### config.mk
export PLATFORM = sky130hd
export DESIGN_NAME = alu_control_seq
export DESIGN_NICKNAME = d
export VERILOG_FILES = /design/src/rtl/alu_control_seq.sv
export SDC_FILE = /design/constraint.sdc
export NUM_CORES = 1
export LEC_CHECK = 0
export BUFFER_PORTS_ARGS = -buffer_cell sky130_fd_sc_hd__buf_2
export CELL_PAD_IN_SITES_DETAIL_PLACEMENT = 1
export CELL_PAD_IN_SITES_GLOBAL_PLACEMENT = 1
export CORE_MARGIN = 2
export CORE_UTILIZATION = 34
export DETAILED_ROUTE_END_ITERATION = 6
export GPL_TIMING_DRIVEN = 0
export PLACE_DENSITY = 0.74
export SLEW_MARGIN = 20
export SYNTH_ARGS = -nofsm -noshare
export SYNTH_HDL_FRONTEND = slang
export SYNTH_SLANG_ARGS = --single-unit
### constraint.sdc
create_clock -name clk -period 1.61 [get_ports clk]
set_input_delay 0.0805 -clock clk [delete_from_list [all_inputs] [get_ports clk]]
set_output_delay 0.0805 -clock clk [all_outputs]
set_load 0.01 [all_outputs]
### src/rtl/alu_control_seq.sv
// Pipelined ALU control: decodes ALUop/func into ALUctr, holds it in a
// valid/stall/flush stage register and sequences multi-cycle MDU operations.
module alu_control_seq #(
    parameter int MUL_LAT = 4,
    parameter int DIV_LAT = 32,
    parameter int CNT_W   = 6
) (
    input  logic       clk,
    input  logic       reset,
    input  logic       in_valid,
    input  logic [1:0] ALUop,
    input  logic [5:0] func,
    input  logic       stall_in,
    input  logic       flush,
    output logic       stall_out,
    output logic       out_valid,
    output logic [3:0] ALUctr,
    output logic       illegal,
    output logic       md_start,
    output logic       md_busy,
    output logic       dbg_md_state
);

    localparam logic [3:0] C_AND   = 4'b0000, C_OR    = 4'b0001, C_ADD  = 4'b0010;
    localparam logic [3:0] C_ADDU  = 4'b0011, C_SLL   = 4'b0100, C_SUB  = 4'b0110;
    localparam logic [3:0] C_SLT   = 4'b0111, C_SUBU  = 4'b1000, C_SLTU = 4'b1001;
    localparam logic [3:0] C_MULT  = 4'b1010, C_MULTU = 4'b1011, C_DIV  = 4'b1100;
    localparam logic [3:0] C_DIVU  = 4'b1101, C_NOP   = 4'b1111;

    localparam logic [CNT_W-1:0] MUL_LOAD = CNT_W'(MUL_LAT - 1);
    localparam logic [CNT_W-1:0] DIV_LOAD = CNT_W'(DIV_LAT - 1);

    typedef enum logic {IDLE, BUSY} md_state_t;

    md_state_t        state_q, state_d;
    logic [CNT_W-1:0] cnt_q, cnt_d;
    logic [3:0]       dec_ctr;
    logic             dec_ill, dec_is_md, dec_is_div;
    logic             accept, md_launch;

    always_comb begin
        dec_ctr    = C_NOP;
        dec_ill    = 1'b0;
        dec_is_md  = 1'b0;
        dec_is_div = 1'b0;
        case (ALUop)
            2'b00: dec_ctr = C_ADD;
            2'b10: begin
                case (func)
                    6'b100000: dec_ctr = C_ADD;
                    6'b100001: dec_ctr = C_ADDU;
                    6'b100010: dec_ctr = C_SUB;
                    6'b100011: dec_ctr = C_SUBU;
                    6'b100100: dec_ctr = C_AND;
                    6'b100101: dec_ctr = C_OR;
                    6'b000000: dec_ctr = C_SLL;
                    6'b101010: dec_ctr = C_SLT;
                    6'b101011: dec_ctr = C_SLTU;
                    6'b011000: begin dec_ctr = C_MULT;  dec_is_md = 1'b1; end
                    6'b011001: begin dec_ctr = C_MULTU; dec_is_md = 1'b1; end
                    6'b011010: begin dec_ctr = C_DIV;   dec_is_md = 1'b1; dec_is_div = 1'b1; end
                    6'b011011: begin dec_ctr = C_DIVU;  dec_is_md = 1'b1; dec_is_div = 1'b1; end
                    default:   dec_ill = 1'b1;
                endcase
            end
            default: dec_ctr = C_SUB;
        endcase
    end

    // Handshake: an instruction transfers on a rising edge where in_valid is
    // high and stall_out is low; flush in the same cycle drops it.
    assign md_busy      = (state_q == BUSY);
    assign stall_out    = stall_in | md_busy;
    assign accept       = in_valid & ~stall_out & ~flush;
    assign md_launch    = accept & dec_is_md;
    assign dbg_md_state = state_q;

    always_comb begin
        state_d = state_q;
        cnt_d   = cnt_q;
        case (state_q)
            IDLE: if (md_launch) begin
                state_d = BUSY;
                cnt_d   = dec_is_div ? DIV_LOAD : MUL_LOAD;
            end
            BUSY: begin
                if (cnt_q == '0) state_d = IDLE;
                else             cnt_d   = cnt_q - 1'b1;
            end
            default: state_d = IDLE;
        endcase
        if (flush) begin
            state_d = IDLE;
            cnt_d   = '0;
        end
    end

    always_ff @(posedge clk) begin
        if (reset) begin
            state_q   <= IDLE;
            cnt_q     <= '0;
            md_start  <= 1'b0;
            out_valid <= 1'b0;
            ALUctr    <= C_NOP;
            illegal   <= 1'b0;
        end else begin
            state_q  <= state_d;
            cnt_q    <= cnt_d;
            md_start <= md_launch;
            if (flush) begin
                out_valid <= 1'b0;
                ALUctr    <= C_NOP;
                illegal   <= 1'b0;
            end else if (stall_in) begin
                out_valid <= out_valid;
            end else if (accept) begin
                out_valid <= 1'b1;
                ALUctr    <= dec_ctr;
                illegal   <= dec_ill;
            end else begin
                out_valid <= 1'b0;
                ALUctr    <= C_NOP;
                illegal   <= 1'b0;
            end
        end
    end

endmodule
==> impl_results.md <==
* Outcome: finished clean
* Dpl cells at 159
* Initial Util at 36.5%
* Overall power at roughly 0.00071 W
* VDD IR max at 370 µV
* Post-synthesis cell type count at 40
* Relative slew slack at 60.1%
* Top cells by area, synth: dfxtp_1 (31%), a21oi_1 (7.1%), nor3b_1 (4.1%), nand2_1 (3.7%), a221o_1 (3.3%)
* Post-synthesis sequential area ratio at 30.7%
* Vias in the first global route at 995
* Initial antenna violation count at 0
* Sink Count at 14
* Clock Skew at 0.478 ps
* Pleak at 0.450 nW
* Routed Wire Length at 2530 µm
* Final Hold Fails at 0
* Area of the mapped netlist at 912 µm²
* CP arrival at approximately 1800 ps
* Syn nets at approximately 120
* FF-to-FF Start: cnt_q[0]$_SDFFE_PP0P_
* Placed cell area at 0.00105 mm²
* IO buf count at 21
* Antenna Violating Nets Remaining at 0
* Worst Setup Start Kind: register
* I/O pin cnt at 23
* Fraction of layout cells with a size suffix above 1 at 36.3%
* Worst Setup SP: cnt_q[0]$_SDFFE_PP0P_
* Post-layout util at between 40% and 50%
* Drc violations at 0
* Diode count at 0
* Max frequency at between 0.6 and 0.7 GHz
* Worst endpoint required time at 1840 ps
* Pins Over Slew Limit at 0
* Top post-synthesis cells by count: dfxtp_1 (14), a21oi_1 (13), nand2_1 (9), nor2_1 (6), nor3_1 (6)
* Synthesized area per cell at around 8.4 µm²
* Nets at 150
* Worst Hold Launch: ALUop[1]
* HP Class: primary input to register
* First-pass GRT wire length at 4450 µm
* DR WL/cell at 15.3 µm
* DRT iter0 DRCs at 15
* Total track usage at 17.8%
* Fraction of registers with async set/reset at 0%
* Worst setup path category: register to register
* Worst r2r dst: cnt_q[4]$_SDFFE_PP0P_
* Min Clock Period, post-route at 1530 ps
* Root buf cell: clkbuf_4
* Number of synthesized flops with an enable pin at 0
* Final instance area at 0.00114 mm²
* Num rows at 18
* Slew @ Worst Pin at around 600 ps
* CTS tree: yes
* Worst-skew pair later-pin latency at about 280 ps
* Gpl congestion at just under 0.9
* Clock-pin slew on the worst setup and hold paths at 90 ps
* DR vias at 935
* H-Tree Depth at 1
* R2r setup slk at approximately 82 ps
* Clock Tree Buf Depth at 2
* Core Area at approximately 0.0025 mm²
* CP Capture Type: register
* RSZ-0062 raised after global routing: false
* Yosys reg bits at 14
* Die Area at 0.00311 mm²
* Most frequent cell after synthesis: dfxtp_1
* Reg2Reg Depth at 6
* Vias per cell at 5.67
* Area leader, netlist: dfxtp_1
* GRT overflow at 0
* Fin cells at between 150 and 200
* Ratio of final minimum period to clock period at 94.9%
* Max FO, Critical Path at 4
* Post-Synthesis Cells at 108
* Yosys warning total at 0
* Die width at 55.8 µm
* Endpoint, Worst Hold: ALUctr[2]$_SDFFE_PP1N_
* Hpwl dp at 1890 µm
* CTS buffer count at 3
* Worst hold slack at 80.1 ps
* Synth Flop Type: dfxtp_1
* Area Growth Syn to Fin at 25.2%
* DR pass1 iterations at 4
* Largest net degree at the start of global routing at 11
* Area share of the largest cell type after synthesis at 30.7%
* Die height at 55.8 µm
* Filler cells at 320
* Power Density at 625 mW/mm²
* Final setup fails at 0
* Max Cap Viol at 0
* Worst hold path stage count at 3
area by class of cell:
class / instances / area, µm² / area share (%)
buffer: 6 / 35.0 / 3.07
clock buffer: 4 / 36.3 / 3.18
inverter: 4 / 15.0 / 1.31
multi-input combinational: 84 / 612 / 53.6
sequential: 14 / 284 / 24.9
tap: 30 / 37.5 / 3.29
timing repair buffer: 23 / 123 / 10.7
worst max path at each step:
stage / to / slack, ps
after floorplan: cnt_q[3]$_SDFFE_PP0P_ / 40
after global placement: cnt_q[2]$_SDFFE_PP0P_ / -170
after detailed placement: cnt_q[2]$_SDFFE_PP0P_ / -210
after CTS: cnt_q[4]$_SDFFE_PP0P_ / 4
after global routing: ALUctr[0]$_SDFFE_PP1N_ / 2
final: cnt_q[4]$_SDFFE_PP0P_ / 80
report_power, final:
group          switching, W  leakage [nW]  internal (W)
combinational     0.0000563         0.315     0.0000408
sequential       0.00000149         0.115      0.000349
clock              0.000129        0.0210      0.000138
cells in the final DEF, fill, tap and decap left out, types with 3 or more instances in the layout:
master	instances
nand3b_1	3
a211oi_1	3
nor3_1	6
buf_4	4
o21ai_2	3
nor3b_1	4
inv_1	3
a221o_1	3
dfxtp_2	3
clkbuf_4	3
nor2_1	6
dfxtp_1	11
nand2_1	9
a21oi_1	13
buf_2	22
nor2b_1	3
sequential cells by signal, indices dropped and copies added, names as in the netlist:
name          count
md_start          1
dbg_md_state      1
out_valid         1
ALUctr            4
illegal           1
cnt_q             6
critical path, stage by stage (launching register included):
cell	delay, ps
dfxtp_2	350
inv_2	70
ha_4	150
nand3b_1	100
or3_2	430
a221o_1	310
o21ai_2	60
through the flow:
stage | worst slack, ps | setup TNS (ps)
final | 82.0 | 0
after global routing | 2.06 | 0
after CTS | 4.05 | 0
after detailed placement | -214 | -841
after global placement | -165 | -603
after floorplan | 38.1 | 0
cell families after synthesis:
logic type      synth area share [%]
compound gates                  30.9
buf+inv                         5.35
flops                           30.7
fa+ha+maj                       1.37
simple gates                    31.7
metal layers:
layer  vias up  track usage [%]  routed length, µm
met5         -                0                  0
met4         0             7.32                 19
met3         2             2.09                 70
met2        18             31.1               1300
met1       456             21.9               1140
li1        459                -                  -
what timing repair did:
action                                  4_1_cts  5_1_grt
resized for setup                             3        8
hold buffers                                  1        0
hold endpoints to repair                      1        0
pin swaps                                     0        2
setup buffers                                 0        1
endpoints found under the setup margin        5       10
Note: power is estimated with default switching activity, not from simulation.
